## src/rtl/point_decoder_pkg.sv

```systemverilog
// Shared constants and types for the Koblitz point decoder.
package point_decoder_pkg;

  // Datapath width of Mx/My and of the decoded message.
  localparam int DATAWIDTH = 16;

  // Default Koblitz expansion factor.
  localparam logic [DATAWIDTH-1:0] KOBLITZ_K_DEFAULT = DATAWIDTH'(20);

  // Handshake FSM encodings.
  typedef enum logic [1:0] {
    DEC_S_IDLE   = 2'd0,
    DEC_S_DIVIDE = 2'd1,
    DEC_S_DONE   = 2'd2
  } dec_state_t;

  // Decoded result as presented on the output side.
  typedef struct packed {
    logic [DATAWIDTH-1:0] msg;
    logic [DATAWIDTH-1:0] j;
  } dec_rsp_t;

endpackage

```

## src/rtl/point_decoder_serial_divider.sv

```systemverilog
// Serial restoring divider by a constant: one quotient bit per clock.
// start loads the dividend; done is high during the final iteration cycle,
// so quotient/remainder are complete right after that edge and held until
// the next start.
module point_decoder_serial_divider #(
  parameter int             W       = 16,
  parameter logic [W-1:0]   DIVISOR = W'(1)
) (
  input  logic         clk,
  input  logic         rst_n,
  input  logic         start,
  input  logic [W-1:0] dividend_in,
  output logic         busy,
  output logic         done,
  output logic [W-1:0] quotient,
  output logic [W:0]   remainder
);

  localparam int CW = (W > 1) ? $clog2(W) : 1;

  logic [W-1:0]  dvd_q;
  logic [W:0]    rem_q;
  logic [CW-1:0] cnt_q;
  logic          busy_q;
  logic [W:0]    rem_sh;
  logic [W:0]    rem_nxt;
  logic          qbit;

  // One restoring step: shift in the dividend MSB, subtract if it fits.
  // The remainder is always < DIVISOR, so W bits plus the shifted-in bit
  // never overflow W+1 bits.
  always_comb begin
    rem_sh  = {rem_q[W-1:0], dvd_q[W-1]};
    qbit    = (rem_sh >= {1'b0, DIVISOR});
    rem_nxt = qbit ? (rem_sh - {1'b0, DIVISOR}) : rem_sh;
  end

  // Dividend register doubles as the quotient register: bits shift out
  // at the MSB and quotient bits enter at the LSB.
  always_ff @(posedge clk or negedge rst_n) begin
    if (!rst_n) begin
      dvd_q  <= '0;
      rem_q  <= '0;
      cnt_q  <= '0;
      busy_q <= 1'b0;
    end else if (start) begin
      dvd_q  <= dividend_in;
      rem_q  <= '0;
      cnt_q  <= CW'(W-1);
      busy_q <= 1'b1;
    end else if (busy_q) begin
      dvd_q <= {dvd_q[W-2:0], qbit};
      rem_q <= rem_nxt;
      if (cnt_q == '0) busy_q <= 1'b0;
      else             cnt_q  <= cnt_q - CW'(1);
    end
  end

  assign busy      = busy_q;
  assign done      = busy_q && (cnt_q == '0);
  assign quotient  = dvd_q;
  assign remainder = rem_q;

endmodule

```

## src/rtl/point_decoder.sv

```systemverilog
// Koblitz point decoder: msg = floor(Mx/K), j = Mx mod K.
// Valid/ready on both sides; one serial divide per point.
// Optional feature macro: DECODE_ERR_EN adds err_out, flagging the
// point at infinity (Mx==0 && My==0) and zeroing msg/j for it.
module point_decoder
  import point_decoder_pkg::*;
#(
  parameter logic [DATAWIDTH-1:0] KOBLITZ_K = KOBLITZ_K_DEFAULT
) (
  input  logic                 clk,
  input  logic                 rst_n,
  input  logic                 in_valid,
  output logic                 in_ready,
  input  logic [DATAWIDTH-1:0] Mx_in,
  input  logic [DATAWIDTH-1:0] My_in,
  output logic                 out_valid,
  input  logic                 out_ready,
  output logic [DATAWIDTH-1:0] msg_out,
  output logic [DATAWIDTH-1:0] j_out
`ifdef DECODE_ERR_EN
  ,
  output logic                 err_out
`endif
);

  // K = 0 has no meaning for Koblitz decoding; stop elaboration.
  if (KOBLITZ_K == '0) begin : g_bad_k
    $error("point_decoder: KOBLITZ_K must be >= 1");
  end

  dec_state_t           state_q, state_d;
  logic                 in_ready_q;
  logic                 out_valid_q;
  logic                 accept;
  logic                 zero_rsp;
  logic                 div_busy;
  logic                 div_done;
  logic [DATAWIDTH-1:0] div_quo;
  logic [DATAWIDTH:0]   div_rem;
  dec_rsp_t             rsp;
  logic                 unused_bits;

  assign accept = in_valid && in_ready_q;

  point_decoder_serial_divider #(
    .W       (DATAWIDTH),
    .DIVISOR (KOBLITZ_K)
  ) u_div (
    .clk         (clk),
    .rst_n       (rst_n),
    .start       (accept),
    .dividend_in (Mx_in),
    .busy        (div_busy),
    .done        (div_done),
    .quotient    (div_quo),
    .remainder   (div_rem)
  );

  // Next-state logic for the IDLE -> DIVIDE -> DONE -> IDLE handshake.
  always_comb begin
    state_d = state_q;
    case (state_q)
      DEC_S_IDLE:   if (accept)    state_d = DEC_S_DIVIDE;
      DEC_S_DIVIDE: if (div_done)  state_d = DEC_S_DONE;
      DEC_S_DONE:   if (out_ready) state_d = DEC_S_IDLE;
      default:                     state_d = DEC_S_IDLE;
    endcase
  end

  // State plus registered handshake outputs, decoded from the next state
  // so neither ready nor valid has a combinational input path.
  always_ff @(posedge clk or negedge rst_n) begin
    if (!rst_n) begin
      state_q     <= DEC_S_IDLE;
      in_ready_q  <= 1'b1;
      out_valid_q <= 1'b0;
    end else begin
      state_q     <= state_d;
      in_ready_q  <= (state_d == DEC_S_IDLE);
      out_valid_q <= (state_d == DEC_S_DONE);
    end
  end

`ifdef DECODE_ERR_EN
  logic err_q;

  // Capture the infinity encoding alongside the dividend at accept.
  always_ff @(posedge clk or negedge rst_n) begin
    if (!rst_n)      err_q <= 1'b0;
    else if (accept) err_q <= (Mx_in == '0) && (My_in == '0);
  end

  assign err_out     = out_valid_q && err_q;
  assign zero_rsp    = err_q;
  assign unused_bits = ^{div_busy, div_rem[DATAWIDTH]};
`else
  assign zero_rsp    = 1'b0;
  assign unused_bits = ^{div_busy, div_rem[DATAWIDTH], My_in};
`endif

  // Result is shown only in DONE; the divider holds it until the next start.
  always_comb begin
    rsp = '0;
    if (out_valid_q && !zero_rsp) begin
      rsp.msg = div_quo;
      rsp.j   = div_rem[DATAWIDTH-1:0];
    end
  end

  assign in_ready  = in_ready_q;
  assign out_valid = out_valid_q;
  assign msg_out   = rsp.msg;
  assign j_out     = rsp.j;

endmodule

```

## config.mk

```make
export PLATFORM = sky130hd
export DESIGN_NAME = point_decoder
export DESIGN_NICKNAME = d
export VERILOG_FILES = /design/src/rtl/point_decoder_pkg.sv /design/src/rtl/point_decoder_serial_divider.sv /design/src/rtl/point_decoder.sv
export SDC_FILE = /design/constraint.sdc
export NUM_CORES = 1
export LEC_CHECK = 0
export ABC_AREA = 0
export CORE_ASPECT_RATIO = 1.25
export CORE_MARGIN = 2
export CORE_UTILIZATION = 53
export CTS_BUF_LIST = sky130_fd_sc_hd__clkbuf_4 sky130_fd_sc_hd__clkbuf_8
export DETAILED_ROUTE_END_ITERATION = 10
export PLACE_DENSITY_LB_ADDON = 0.05
export SLEW_MARGIN = 20
export SYNTH_ARGS = -nofsm -noshare
export SYNTH_HDL_FRONTEND = slang
export SYNTH_SLANG_ARGS = --single-unit
export TNS_END_PERCENT = 10
```

## constraint.sdc

```tcl
create_clock -name clk -period 4.2 [get_ports clk]
set_input_delay 1.05 -clock clk [delete_from_list [all_inputs] [get_ports clk]]
set_output_delay 1.05 -clock clk [all_outputs]
set_load 0.01 [all_outputs]
```

Yosys cells after proc, flatten, opt, wreduce, memory -nomap -nowiden

Index checks and enable logic that the tools add are counted.

Register bits after elaboration: 41
Bits in latches: 0
Bits in writable memories: 0
Bits in read-only memories: 0
Bits of input ports: 36
Word-level logic and storage cells: 37
Memories kept: 0

Add/subtract/negate cells: 2
Multipliers: 0
Div/mod/pow operators: 0
Magnitude comparators: 1
Equal/unequal tests: 4
Shift operators: 0
Multiplexer cells: 16
Bitwise logic cells: 0
Reductions and logical operators: 7

Operators with widths:

| operator                                                           | number |
|---|---|
| two-way mux 16 bit                                                 | 5 |
| two-way mux 32 bit                                                 | 1 |
| greater-or-equal comparator 17 x 5 -> 1 bit, second input constant | 1 |
| subtractor 16 x 5 -> 16 bit, second input constant                 | 1 |
| two-way mux 4 bit                                                  | 3 |
| two-way mux 2 bit                                                  | 3 |
| case mux 2 bit (3 select lines)                                    | 1 |
| equality test 2 bit, second input constant                         | 2 |
| zero test 2 bit                                                    | 2 |
| zero test 4 bit                                                    | 1 |
| subtractor 4 x 1 -> 4 bit, second input constant                   | 1 |
| two-way mux 1 bit                                                  | 3 |
| equality test 2 x 1 -> 1 bit, second input constant                | 1 |
| logical AND 1 bit                                                  | 2 |
| inequality test 2 bit, second input constant                       | 1 |
| AND reduction 2 bit                                                | 1 |
| nonzero test 2 bit                                                 | 1 |

Longest topological paths before layout

Word-level depth: 5
Gate-level depth with buffers: 7
Mapped depth without buffers: 7

Hierarchy

Synthesis repeated with hierarchy kept, for this count alone.

Cells, all modules: 255
Area total of the unflattened synthesis: 2422.3 um^2

By module, submodules not included:

| module                       | times used | cells an instance | area an instance (um^2) | sequential area each (um^2) |
|---|---|---|---|---|
| point_decoder_serial_divider | 1          | 206               | 2052.0                  | 950.9 |
| point_decoder                | 1          | 49                | 370.4                   | 101.3 |

Least setup slack after synthesis

No wires, ideal clock.

Path type: input -> register
From: input port in_valid
To: register u_div.dvd_q[0] (netlist: u_div.quotient[0])
Library setup time: 0.136 ns
Arrival: 1.777 ns
Required time: 4.064 ns
Path slack: 2.287 ns
Stages on the path: 4
Buffers on the path: 2
Cell sequence: and2_1 > clkbuf_1 > clkbuf_1 > o21ai_0

Longest elaborated chain between the ends: 2
Elaborated cells between the ends (all ways): 3
Classes of those cells: mux: 1; reduce/logical: 2

RTL lines:

| item                                                            | line                               | source |
|---|---|---|
| start: declaration                                              | point_decoder.sv:12                | `input logic in_valid,` |
| logical AND 1 bit *                                             | point_decoder.sv:43                | `assign accept = in_valid && in_ready_q;` |
| two-way mux 16 bit / nonzero test 2 bit (equally long branches) | --                                 |  |
| end signal: assignment                                          | point_decoder_serial_divider.sv:47 | `dvd_q <= dividend_in;` |
| end signal: assignment                                          | point_decoder_serial_divider.sv:52 | `dvd_q <= {dvd_q[W-2:0], qbit};` |
| end: declaration                                                | point_decoder_serial_divider.sv:21 | `logic [W-1:0] dvd_q;` |

Mark *: on every way between the ends. The rest lies on a longest branch, timed or not.
A chain may end at the register's enable or synchronous reset.

Worst setup path in the final report

From: register out_valid_q (netlist: out_valid)
To: output port j_out[0]

Longest elaborated chain between the ends: 1

RTL lines:

| item                     | line                 | source |
|---|---|---|
| start: declaration       | point_decoder.sv:33  | `logic out_valid_q;` |
| start signal: assignment | point_decoder.sv:80  | `out_valid_q <= (state_d == DEC_S_DONE);` |
| two-way mux 32 bit       | point_decoder.sv:104 | `if (out_valid_q && !zero_rsp) begin` |
| end: declaration         | point_decoder.sv:19  | `output logic [DATAWIDTH-1:0] j_out` |

Every way passes these cells.

==> results.sh <==
export IMPL_status="finished, final reports clean"
export IMPL_crit_buf_inv=1
export IMPL_cp_cell_sequence="and2_1, clkdlybuf4s50_1"
export IMPL_post_route_min_period_ns=3.04
export IMPL_post_cts_buffers=0
export IMPL_path_class="flop to output port"
export IMPL_cts_buffers=5
export IMPL_first_iter_violations=116
export IMPL_worstSetupStartpoint="out_valid"
export IMPL_rsz0062_at_grt="no"
export IMPL_clock_sinks=41
export IMPL_critPathMaxStageDelay_ns=0.89
export IMPL_wirelength_um=4940
export IMPL_numPortBuffers=53
export IMPL_yosysSeqAreaShare_pct=43.1
export IMPL_cts_tree="yes"
export IMPL_grt_max_degree=42
export IMPL_min_path_type="flop to flop"
export IMPL_ys_warn_count=0
export IMPL_hp_start="state_q[1]"
export IMPL_met1_usage_pct=25.8
export IMPL_grt_pass1_vias=1893
export IMPL_synth_main_ff_cell="dfrtp_1"
export IMPL_synth_edff_count=0
export IMPL_worst_pin_slew_ns=0.996
export IMPL_dp_hpwl_um=3260
export IMPL_die_area_mm2=0.00506
export IMPL_grtUsageMet3_pct=5.81
export IMPL_met2_usage_pct=36.9
export IMPL_hold_ws_ns=0.462
export IMPL_fin_tns_setup_ns=0
export IMPL_vias_per_cell=5.40
export IMPL_num_vias=1955
export IMPL_io_pin_count=70
export IMPL_clk_path_buf_depth=2
export IMPL_insertion_delay_ns=0.30
export IMPL_max_slew_margin_pct=33.6
export IMPL_wl_per_cell_um=13.6
export IMPL_critPathSlowestCell="dfrtp_1"
export IMPL_path_delay_family="flip-flops"
export IMPL_skew_ns=0.00899
export IMPL_diodes=0
export IMPL_async_flop_share_pct=100
export IMPL_die_h_um=79.0
export IMPL_crit_path_start_kind="flop"
export IMPL_drtAntennaViolNets=0
export IMPL_hold_viol=0
export IMPL_cts_resized_gates=0
export IMPL_cts_clk_slew_worst_paths_ns=0.07
export IMPL_multi_input_comb_area_mm2=0.00127
export IMPL_start_util_pct=54.7
export IMPL_synth_cells=255
export IMPL_place_gp_congestion=0.778
export IMPL_p_leak_nw=1.37
export IMPL_ys_types=41
export IMPL_register_area_mm2=0.00103
export IMPL_fillers=355
export IMPL_fin_crit_sh_pct=72.4
export IMPL_syn_nets=295
export IMPL_worstPathArrival_ns=1.99
export IMPL_gr_total_overflow=0
export IMPL_grt_pass1_wl_um=8520
export IMPL_maxSlewViolCount=0
export IMPL_grt_busiest_layer="met2"
export IMPL_area_delta_synth_final_pct=27.1
export IMPL_r2r_start="u_div.remainder[6]"
export IMPL_antenna_found_initial=0
export IMPL_rows=27
export IMPL_fmax_mhz=329
export IMPL_drive_gt1_share_pct=7.24
export IMPL_firstDrtPassIters=5
export IMPL_p_per_area_mw_per_mm2=617
export IMPL_grt_total_usage_pct=21.5
export IMPL_synth_area_per_cell_um2=9.35
export IMPL_core_area_mm2=0.00436
export IMPL_fin_nets=343
export IMPL_end_kind="output port"
export IMPL_ctsRootBufferMaster="clkbuf_8"
export IMPL_cts_htree_levels=2
export IMPL_setup_viol=0
export IMPL_critPathRequiredTime_ns=3.15
export IMPL_cap_violations=0
export IMPL_vdd_drop_max_mv=0.348
export IMPL_synth_area_mm2=0.00238
export IMPL_hold_buffers=0
export IMPL_drc=0
export IMPL_die_x_um=64.0
export IMPL_synth_seq_cells=41
export IMPL_path_max_fanout=33
export IMPL_post_route_util_pct=69.5
## Yosys cell counts, drive strengths merged, types with 3 or more instances
| cell type | n | area, um^2 |
|---|---|---|
| xnor2 | 10 | 87.6 |
| ha | 4 | 50.1 |
| a21oi | 12 | 71.3 |
| clkbuf | 12 | 45.0 |
| o21ai | 30 | 154 |
| and2 | 34 | 213 |
| nand3 | 4 | 20.0 |
| a211oi | 4 | 30.0 |
| nor4 | 5 | 61.3 |
| dfrtp | 40 | 1000 |
| nor3b | 3 | 22.5 |
| and4 | 3 | 26.3 |
| inv | 9 | 33.8 |
| nor2 | 14 | 52.6 |
| mux2i | 17 | 170 |
| nand2 | 29 | 109 |
## power by group
group          switching, mW  internal [mW]  total (mW)
logic                  0.384          0.394       0.779
clock network          0.134          0.122       0.256
registers              0.253          0.582       0.835
total                  0.771           1.10        1.87
## state kept, by name (all words and copies together) (netlist names)
signal           flops
u_div.quotient      16
u_div.remainder     16
u_div.cnt_q          4
state_q              2
in_ready             1
out_valid            1
u_div.busy           1
## worst register-to-register path, stage by stage, from the launching register on
cell,delay (ns)
dfrtp_1,0.49
nor4_4,0.47
nand4b_4,0.26
a21oi_1,0.32
a21oi_1,0.13
a211o_1,0.27
## cell type report
| cell class | instances | area share, % |
|---|---|---|
| clock buffers | 6 | 2.52 |
| clock inverters | 2 | 0.330 |
| inverters | 9 | 1.11 |
| multi-input cells | 191 | 41.9 |
| flip-flops and latches | 41 | 33.9 |
| well taps | 58 | 2.39 |
| repair buffers | 55 | 17.8 |
## per-layer routing
metal  up-vias  wire, um
li1        976         -
met1       916      2180
met2        56      2400
met3         7       291
met4         0        68
met5         -         0
## cell usage in the layout (no fill, tap or decap), types with 3 or more instances in the layout
cell type | netlist | final
mux2i_1 | 17 | 17
nor3b_1 | 3 | 3
dfrtp_1 | 40 | 40
and2_1 | 34 | 34
nor2_1 | 14 | 14
o21ai_0 | 28 | 28
and4_1 | 3 | 3
nor4_1 | 3 | 3
clkdlybuf4s50_1 | 0 | 52
clkbuf_8 | 0 | 5
a21oi_1 | 11 | 11
nand2_1 | 29 | 29
nand3_1 | 4 | 4
a211oi_1 | 4 | 4
ha_1 | 4 | 4
inv_1 | 9 | 9
xnor2_1 | 10 | 10
## kinds of logic (layout without fill, tap and decap cells)
| logic type | count (synthesis) | in the layout | share of synthesized area [%] |
|---|---|---|---|
| buffers and inverters | 23 | 72 | 3.67 |
| AO/OA/AOI/OAI | 56 | 56 | 14.6 |
| adder cells (fa/ha/maj) | 4 | 4 | 2.10 |
| multiplexers | 18 | 18 | 7.76 |
| flip-flops | 41 | 41 | 43.1 |
| AND/OR/NAND/NOR | 103 | 103 | 25.1 |
| XOR/XNOR | 10 | 10 | 3.67 |
## path summary, 6_finish.rpt
kind,cells past startpoint,endpoint,slack (ns)
min in group asynchronous,1,u_div.remainder[6],0.87
max in group asynchronous,1,u_div.quotient[6],2.75
setup reg to reg,5,u_div.remainder[9],2.16
setup / recovery,2,j_out[0],1.16
hold reg to reg,1,state_q[0],0.46
hold / removal,1,state_q[0],0.46
## stage by stage
step | power, mW | worst slack, ns | std cells | area, um^2
finish | 1.87 | 1.16 | 362 | 3030
floorplan | 1.40 | 2.29 | 255 | 2380
CTS | 1.88 | 1.15 | 362 | 3030
global placement | 1.59 | 1.41 | 354 | 2940
global route | 2.03 | 0.952 | 362 | 3030
detailed placement | 1.62 | 1.42 | 354 | 2940
Note: power is estimated with default switching activity, not from simulation.
